<file path="config.mk">
export PLATFORM = sky130hd
export DESIGN_NAME = sao_eo_stat_accum
export DESIGN_NICKNAME = d
export VERILOG_FILES = /design/src/rtl/sao_pkg.sv /design/src/rtl/sao_eo_classify.sv /design/src/rtl/sao_eo_stat_accum.sv
export SDC_FILE = /design/constraint.sdc
export NUM_CORES = 1
export LEC_CHECK = 0
export CAP_MARGIN = 20
export CORE_MARGIN = 2
export CORE_UTILIZATION = 60
export DETAILED_ROUTE_END_ITERATION = 10
export PLACE_DENSITY = 0.76
export SLEW_MARGIN = 20
export SYNTH_ARGS = -nofsm -noshare
export SYNTH_HDL_FRONTEND = slang
export SYNTH_SLANG_ARGS = --single-unit
</file>
<file path="constraint.sdc">
create_clock -name clk -period 8.8 [get_ports clk]
set_clock_uncertainty 0.2 [all_clocks]
set_input_delay 1.32 -clock clk [delete_from_list [all_inputs] [get_ports clk]]
set_output_delay 1.32 -clock clk [all_outputs]
set_load 0.05 [all_outputs]
</file>
<file path="src/rtl/sao_pkg.sv">
// Shared types for SAO edge-offset statistics: EO categories, accumulator FSM
// states and default accumulator widths.
package sao_pkg;

  localparam int CNT_W_DEF = 13;
  localparam int SUM_W_DEF = 18;

  typedef enum logic [2:0] {
    CAT0 = 3'd0,
    CAT1 = 3'd1,
    CAT2 = 3'd2,
    CAT3 = 3'd3,
    CAT4 = 3'd4
  } eo_cat_e;

  typedef enum logic [1:0] {
    ST_IDLE = 2'd0,
    ST_ACC  = 2'd1,
    ST_DUMP = 2'd2
  } state_e;

endpackage

</file>
<file path="src/rtl/sao_eo_classify.sv">
// Combinational edge-offset classifier: two neighbour signs -> EO category.
// Shared with the SAO apply stage.
module sao_eo_classify
  import sao_pkg::*;
(
  input  logic signed [1:0] i_sign_l,
  input  logic signed [1:0] i_sign_r,
  output eo_cat_e           o_cat
);

  // Code 2'b10 has no valid meaning as a sign; fold it onto -1.
  function automatic logic signed [2:0] sign_val(input logic signed [1:0] s);
    case (s)
      2'sb01:  return 3'sd1;
      2'sb00:  return 3'sd0;
      default: return -3'sd1;
    endcase
  endfunction

  logic signed [2:0] w_edge;

  always_comb begin
    w_edge = sign_val(i_sign_l) + sign_val(i_sign_r);
    case (w_edge)
      -3'sd2:  o_cat = CAT1;
      -3'sd1:  o_cat = CAT2;
      3'sd1:   o_cat = CAT3;
      3'sd2:   o_cat = CAT4;
      default: o_cat = CAT0;
    endcase
  end

endmodule

</file>
<file path="src/rtl/sao_eo_stat_accum.sv">
// Per-CTU SAO edge-offset statistics: accumulates clipped diff sums and pixel
// counts for categories 1..4, then hands out the four results one per handshake.
module sao_eo_stat_accum
  import sao_pkg::*;
#(
  parameter int BIT_DEPTH = 8,
  parameter int CNT_W     = CNT_W_DEF,
  parameter int SUM_W     = SUM_W_DEF
) (
  input  logic                    clk,
  input  logic                    rst_n,
  input  logic                    in_valid,
  output logic                    in_ready,
  input  logic                    ctu_start,
  input  logic                    ctu_last,
  input  logic signed [1:0]       sign_l,
  input  logic signed [1:0]       sign_r,
  input  logic signed [4:0]       diff,
  output logic                    out_valid,
  input  logic                    out_ready,
  output logic [2:0]              out_cat,
  output logic signed [SUM_W-1:0] out_sum,
  output logic [CNT_W-1:0]        out_cnt,
  output logic                    err
);

  // diff arrives pre-clipped to 5 bits, so BIT_DEPTH only bounds legal configs.
  if (BIT_DEPTH < 1 || SUM_W < 6 || CNT_W < 1) begin : g_param_chk
    $error("sao_eo_stat_accum: illegal parameter combination");
  end

  state_e                  r_state;
  eo_cat_e                 r_idx;
  logic                    r_err;
  logic signed [SUM_W-1:0] r_sum [1:4];
  logic [CNT_W-1:0]        r_cnt [1:4];

  eo_cat_e                 w_cat;
  logic                    w_acc;
  logic                    w_clr;
  logic                    w_add;
  logic                    w_done;
  logic                    w_sat;
  logic                    w_proto_err;
  logic signed [SUM_W-1:0] w_sum_nxt [1:4];
  logic [CNT_W-1:0]        w_cnt_nxt [1:4];

  function automatic logic signed [SUM_W:0] sum_wide(input logic signed [SUM_W-1:0] a,
                                                     input logic signed [4:0] d);
    return {a[SUM_W-1], a} + {{(SUM_W-4){d[4]}}, d};
  endfunction

  function automatic logic sum_ovf(input logic signed [SUM_W:0] s);
    return s[SUM_W] != s[SUM_W-1];
  endfunction

  function automatic logic signed [SUM_W-1:0] sum_sat(input logic signed [SUM_W:0] s);
    if (!sum_ovf(s)) return s[SUM_W-1:0];
    return s[SUM_W] ? {1'b1, {(SUM_W-1){1'b0}}} : {1'b0, {(SUM_W-1){1'b1}}};
  endfunction

  function automatic logic [CNT_W-1:0] cnt_sat_inc(input logic [CNT_W-1:0] c);
    return (&c) ? c : c + 1'b1;
  endfunction

  sao_eo_classify u_classify (
    .i_sign_l (sign_l),
    .i_sign_r (sign_r),
    .o_cat    (w_cat)
  );

  always_comb begin
    w_acc       = in_valid && in_ready;
    w_clr       = w_acc && ctu_start;
    w_add       = w_acc && (ctu_start || (r_state == ST_ACC));
    w_done      = (r_state == ST_DUMP) && out_ready && (r_idx == CAT4);
    w_proto_err = w_acc && (((r_state == ST_IDLE) && !ctu_start) ||
                            ((r_state == ST_ACC) && ctu_start));
    w_sat       = 1'b0;
    for (int c = 1; c <= 4; c++) begin
      w_sum_nxt[c] = r_sum[c];
      w_cnt_nxt[c] = r_cnt[c];
      if (w_clr || w_done) begin
        w_sum_nxt[c] = '0;
        w_cnt_nxt[c] = '0;
      end
      // A restart clears first, so the restarting pixel lands on a clean slate.
      if (w_add && (w_cat == eo_cat_e'(c))) begin
        w_sat = w_sat | sum_ovf(sum_wide(w_sum_nxt[c], diff)) | (&w_cnt_nxt[c]);
        w_sum_nxt[c] = sum_sat(sum_wide(w_sum_nxt[c], diff));
        w_cnt_nxt[c] = cnt_sat_inc(w_cnt_nxt[c]);
      end
    end
  end

  always_ff @(posedge clk or negedge rst_n) begin
    if (!rst_n) begin
      r_state <= ST_IDLE;
      r_idx   <= CAT1;
      r_err   <= 1'b0;
      for (int c = 1; c <= 4; c++) begin
        r_sum[c] <= '0;
        r_cnt[c] <= '0;
      end
    end else begin
      r_sum <= w_sum_nxt;
      r_cnt <= w_cnt_nxt;
      if (w_sat || w_proto_err) r_err <= 1'b1;
      case (r_state)
        ST_IDLE: if (w_clr) r_state <= ctu_last ? ST_DUMP : ST_ACC;
        ST_ACC:  if (w_acc && ctu_last) r_state <= ST_DUMP;
        ST_DUMP: begin
          if (out_ready) begin
            if (r_idx == CAT4) begin
              r_idx   <= CAT1;
              r_state <= ST_IDLE;
            end else begin
              r_idx <= eo_cat_e'(r_idx + 3'd1);
            end
          end
        end
        default: r_state <= ST_IDLE;
      endcase
    end
  end

  assign in_ready  = (r_state != ST_DUMP);
  assign out_valid = (r_state == ST_DUMP);
  assign out_cat   = r_idx;
  assign out_sum   = r_sum[r_idx];
  assign out_cnt   = r_cnt[r_idx];
  assign err       = r_err;

endmodule

</file>
==> results.json, run 1 <==
{
  "status": "completed",
  "startpoint_type": "register",
  "drc": 0,
  "cts_buffers": 17,
  "syn_nets": 1484,
  "fillers": 1519,
  "min_from": "r_state[1]$_DFFE_PN0P_",
  "gp_congestion": 0.895,
  "regToRegSetupSlack_ps": 2430,
  "ys_warn_count": 0,
  "yosysMostFrequentCell": "nand2_1",
  "max_freq_mhz": 157,
  "ir_drop_mv": 0.309,
  "core-area_um2": 18000,
  "setup_violations": 0,
  "cap_viol_max_count": 0,
  "whs_endpoint": "r_state[0]$_DFFE_PN0P_",
  "max_stage_delay_ps": 1190,
  "clk_latency_ps": 430,
  "die_area_um2": 19400,
  "ys_ff_latch": 130,
  "pre_cts_slack_ps": 2530,
  "routed_wl_um": 29400,
  "cts_resized": 0,
  "antennaDiodeCount": 0,
  "initial_core_util_pct": 61.2,
  "worstPathRequired_ps": 8920,
  "ant_nets": 0,
  "synth_cell_types": 78,
  "period_needed_ps": 6370,
  "syn-mean-instance-area_um2": 7.94,
  "numClockSinks": 130,
  "netlist_area_um2": 11000,
  "synth_flop_cell": "dfrtp_1",
  "synth_edf_count": 0,
  "grt_remaining_overflow": 0,
  "synthTopCellsByArea": "dfrtp_1, ha_1, nand2_1, a21oi_1, o21ai_0",
  "r2r-start": "out_cat[0]$_DFFE_PN1P_",
  "ios": 52,
  "criticalPathCategory": "reg -> reg",
  "max-slew-margin-rel_pct": 22.6,
  "synth_top_area_share_pct": 29.4,
  "synth-async-reset-ratio_pct": 100,
  "wl_per_cell_um": 17.8,
  "io_buffers": 51,
  "synth_commonest_cells": "nand2_1, nor2_1, dfrtp_1, a21oi_1, o21ai_0",
  "via_per_inst": 6.17,
  "drt-initial-drc-count": 807,
  "vias": 10200,
  "worstPathMaxFanout": 46,
  "hp-class": "reg -> reg",
  "cts_setup_buffers": 0,
  "cp-end-kind": "register",
  "netlist_instances": 1384,
  "cts_htree_levels": 4,
  "dp_hpwl_um": 21000,
  "rows": 49,
  "first_pass_iters": 7,
  "yosys.area.top_type": "dfrtp_1",
  "hold_violations": 0,
  "leakagePower_nw": 5.55,
  "grt_use_total_pct": 30.4,
  "cpMostUsedCell": "ha_1",
  "finalCritPeriodShare_pct": 72.4,
  "drive_gt1_share_pct": 5.64,
  "fin_nets": 1506,
  "grt_pass1_vias": 9452,
  "powerDensity_nw_per_um2": 230,
  "grt_start_max_net_pins": 70,
  "fin_ws_ps": 2430,
  "min_path_cells": 1,
  "maxSlewViolCount": 0,
  "antenna_found_initial": 0,
  "tritoncts": "built",
  "clk_path_buf_depth": 2,
  "cp_cell_sequence": "inv_1 -> ha_1 -> nand3_1 -> nor2_1 -> a31oi_4 -> buf_4 -> and2_1 -> ha_1 -> or2_2 -> a21oi_1 -> o21bai_1 -> a311oi_1 -> nand2b_1 -> o22a_1 -> o21ai_0 -> a22o_1",
  "cts_hold_buf": 0,
  "die_h_um": 139,
  "clk_pin_slew_worst_paths_ps": 60,
  "grt_pass1_wl_um": 48300,
  "yosysSeqAreaShare_pct": 29.6,
  "timing.rr.end": "r_sum[20]$_DFF_PN0_",
  "root_buffer": "clkbuf_16",
  "area_growth_pct": 11.1,
  "rsz0062_at_grt": "no",
  "rr_worst_depth": 16,
  "tns_ps": 0,
  "arrival_ps": 6490,
  "slowest_stage": "dfstp_2",
  "die_w_um": 139,
  "tightest_slew_ps": 1150
}
[where the power goes]
| part | switching [W] | internal (W) | total [W] |
|---|---|---|---|
| Clock | 0.000318 | 0.000375 | 0.000693 |
| Sequential | 0.000130 | 0.000690 | 0.000821 |
| Combinational | 0.000798 | 0.000491 | 0.00129 |
[layout by cell type, fill, tap and decap left out, drive strengths merged, types with 9 or more instances in the layout]
| cell | Yosys | routed |
|---|---|---|
| a211oi | 9 | 9 |
| a21o | 20 | 20 |
| a21oi | 122 | 122 |
| a22o | 16 | 16 |
| a31oi | 17 | 17 |
| and2 | 84 | 84 |
| and3 | 17 | 17 |
| buf | 18 | 10 |
| clkbuf | 38 | 17 |
| clkdlybuf4s50 | 0 | 49 |
| dfrtp | 129 | 129 |
| ha | 79 | 79 |
| inv | 40 | 50 |
| mux2i | 35 | 35 |
| nand2 | 164 | 164 |
| nand2b | 12 | 12 |
| nand3 | 45 | 45 |
| nand4 | 25 | 25 |
| nor2 | 146 | 146 |
| nor2b | 19 | 19 |
| nor3 | 16 | 16 |
| o21ai | 125 | 125 |
| or3 | 21 | 21 |
| xnor2 | 35 | 35 |
| xor2 | 44 | 44 |
[metal layers]
layer | wire [um] | track usage, %
met1 | 13100 | 42.0
met2 | 14000 | 49.3
met3 | 1420 | 4.47
met4 | 820 | 10.4
met5 | 0 | 0
[worst max-delay path: cells and delay by family (launching register included)]
| family | cells | cell delay (ps) |
|---|---|---|
| fa+ha+maj | 2 | 570 |
| compound gates | 7 | 2480 |
| buf+inv | 2 | 770 |
| simple gates | 5 | 1020 |
| flops | 1 | 1190 |
[flip-flops by register name, summed over array words and instances, names as in the netlist]
signal	flops
out_cat	3
err	1
r_cnt	52
r_state	2
r_sum	72
[cell type report]
class	instances	area, um2	share of cell area (%)
Sequential cell	130	3260	26.7
Clock buffer	17	425	3.49
Clock inverter	15	144	1.18
Multi-Input combinational cell	1158	7380	60.4
Timing Repair Buffer	59	567	4.64
Tap cell	229	287	2.35
Inverter	40	150	1.23
[how the worst max path moves through the flow]
stage                                 startpoint                   to  slack, ps  cells after the start
final                     out_cat[0]$_DFFE_PN1P_  r_sum[20]$_DFF_PN0_       2430                     16
after floorplan                         in_valid      err$_DFFE_PN0P_       3700                     16
after CTS                 out_cat[0]$_DFFE_PN1P_  r_sum[20]$_DFF_PN0_       2490                     16
after detailed placement  out_cat[0]$_DFFE_PN1P_  r_sum[32]$_DFF_PN0_       2530                     16
after global placement                 out_ready  r_sum[51]$_DFF_PN0_       2540                     16
after global routing      out_cat[0]$_DFFE_PN1P_  r_sum[32]$_DFF_PN0_       1900                     16
[logic make-up (layout without fill, tap and decap cells)]
group | Yosys count | in the layout | synth area share, %
simple gates | 574 | 574 | 25.4
compound gates | 377 | 377 | 21.1
flops | 130 | 130 | 29.6
buf+inv | 96 | 131 | 3.51
fa+ha+maj | 87 | 87 | 10.3
xor+xnor | 79 | 79 | 6.30
mux | 41 | 41 | 3.80
[metrics by stage]
step | hold slack [ps] | area, um2 | utilization (%) | cells | total power (W)
floorplan | 221 | 11000 | - | 1384 | 0.00176
global placement | 251 | 11600 | 64.8 | 1616 | 0.00207
detailed placement | 234 | 11600 | 64.8 | 1616 | 0.00210
CTS | 255 | 12200 | 67.9 | 1648 | 0.00279
global route | 288 | 12200 | 68.0 | 1648 | 0.00298
finish | 256 | 12200 | 68.0 | 1648 | 0.00280
(Power assumes the default switching activity.)
==> inputs of run 2 (changes only) <==
==> constraint.sdc (replaced) <==
create_clock -name clk -period 6.1 [get_ports clk]
set_clock_uncertainty 0.2 [all_clocks]
set_input_delay 0.915 -clock clk [delete_from_list [all_inputs] [get_ports clk]]
set_output_delay 0.915 -clock clk [all_outputs]
set_load 0.05 [all_outputs]
==> results.json, run 2 (synthesis gave the netlist of run 1 again) <==
{
  "tritoncts": "built",
  "layout.cells.non_filler": 1660,
  "final_cell_mix": "nand2_1, nor2_1, dfrtp_1",
  "status": "completed",
  "grt_remaining_overflow": 0,
  "power_frac_comb_pct": 47.9,
  "maxSlewViolCount": 0,
  "die_h_um": 139,
  "cts_hold_buf": 0,
  "antennaDiodeCount": 0,
  "die_w_um": 139,
  "startpoint_type": "input pin",
  "cp-end-kind": "register",
  "criticalPathCategory": "in -> reg",
  "via_per_inst": 6.21,
  "cts_setup_buffers": 0,
  "routed_wl_um": 29600,
  "vias": 10300,
  "area_growth_pct": 12.3,
  "io_buffers": 51,
  "clk_path_buf_depth": 2,
  "core-area_um2": 18000,
  "period_needed_ps": 5170,
  "grt_pass1_wl_um": 49100,
  "worstPathRequired_ps": 6220,
  "leakagePower_nw": 5.63,
  "hp-class": "in -> async",
  "rsz0062_at_grt": "no",
  "p_clk_share_pct": 25.2,
  "wl_per_cell_um": 17.8,
  "tns_ps": 0,
  "cts_resized": 0,
  "p_sw_share_pct": 43.1,
  "finalCritPeriodShare_pct": 84.8,
  "seqPwrFrac_pct": 26.9,
  "crit_start": "out_ready",
  "p_int_w": 0.00234,
  "drive_gt1_share_pct": 6.50,
  "antenna_found_initial": 0,
  "gp_congestion": 0.943,
  "drc": 0,
  "arrival_ps": 5290,
  "powerDensity_nw_per_um2": 334,
  "ant_nets": 0,
  "clk_latency_ps": 430,
  "r2r-start": "out_cat[0]$_DFFE_PN1P_",
  "tightest_slew_ps": 1120,
  "largest-register": "r_sum",
  "rows": 49,
  "largest_reg_flops": 72,
  "first_pass_iters": 5,
  "max_freq_mhz": 193,
  "numClockSinks": 130,
  "initial_core_util_pct": 61.2,
  "switchingPower_w": 0.00177,
  "fin_nets": 1518,
  "drt-initial-drc-count": 769,
  "max-slew-margin-rel_pct": 25.2,
  "grt_start_max_net_pins": 81,
  "worstPathMaxFanout": 23,
  "root_buffer": "clkbuf_16",
  "dp_hpwl_um": 21300,
  "hold_violations": 0,
  "cts_htree_levels": 4,
  "placed_cells": 1628,
  "final_common_cell": "nand2_1",
  "setup_violations": 0,
  "clk_pin_slew_worst_paths_ps": 60,
  "grt_pass1_vias": 9962,
  "die_area_um2": 19400,
  "cap_viol_max_count": 0,
  "cts_buffers": 17,
  "ios": 52,
  "grt_use_total_pct": 30.9,
  "ir_drop_mv": 0.509,
  "fillers": 1474
}
[run 2: cell count changes in the layout (fill, tap and decap cells not counted), moves of 2 or more]
cell,delta
inv_6,-2
buf_4,+11
bufinv_16,+2
clkinv_4,+6
nor2_1,-2
clkinvlp_4,-2
inv_8,-5
[run 2: power groups by stage]
stage	clock, W	combinational, W	sequential, W
floorplan	0	0.00142	0.00112
global placement	0	0.00190	0.00111
detailed placement	0	0.00193	0.00111
CTS	0.00104	0.00195	0.00110
global route	0.00107	0.00217	0.00112
finish	0.00104	0.00197	0.00111
[run 2: worst paths after layout]
path / endpoint / slack, ps / cells past startpoint
max: r_sum[32]$_DFF_PN0_ / 930 / 15
min: r_cnt[35]$_DFF_PN0_ / 210 / 1
max reg2reg: r_sum[32]$_DFF_PN0_ / 970 / 16
min reg2reg: r_state[0]$_DFFE_PN0P_ / 260 / 1
max in group asynchronous: r_sum[45]$_DFF_PN0_ / 4370 / 2
min in group clk: r_state[0]$_DFFE_PN0P_ / 260 / 1
[run 2: cell type report]
type,count,area [um2],area share (%)
tap,229,287,2.32
timing repair buffer,71,661,5.36
inverter,40,150,1.22
sequential,130,3250,26.4
multi-input combinational,1158,7390,59.9
clock inverter,13,151,1.23
clock buffer,19,443,3.59
[run 2: worst max-delay path, cell delays in order]
cell and delay (ps):
clkdlybuf4s50_1 450, nand3_1 200, nor2_1 110, a31oi_4 600, buf_4 330, and2_1 150
ha_1 240, or2_2 320, a21oi_1 200, o21bai_1 120, a311oi_1 450, nand2b_1 190
o22a_1 570, o21ai_0 200, a22o_1 230
[run 2: metrics by stage]
stage | setup WS (ps) | area, um2 | hold slack (ps) | util (%) | total power, W
final | 930 | 12300 | 211 | 68.7 | 0.00412
after detailed placement | 551 | 11700 | 240 | 65.3 | 0.00305
after floorplan | 1140 | 11000 | 221 | - | 0.00255
after global placement | 629 | 11700 | 248 | 65.3 | 0.00301
after CTS | 938 | 12300 | 237 | 68.6 | 0.00409
after global routing | 614 | 12300 | 249 | 68.7 | 0.00436
[run 2: per-layer routing]
metal | track usage [%] | vias to the layer above | routed length [um]
met5 | 0 | - | 0
met3 | 4.13 | 65 | 1520
met1 | 40.5 | 4918 | 12900
met4 | 11.9 | 0 | 902
li1 | - | 4996 | -
met2 | 52.1 | 335 | 14200
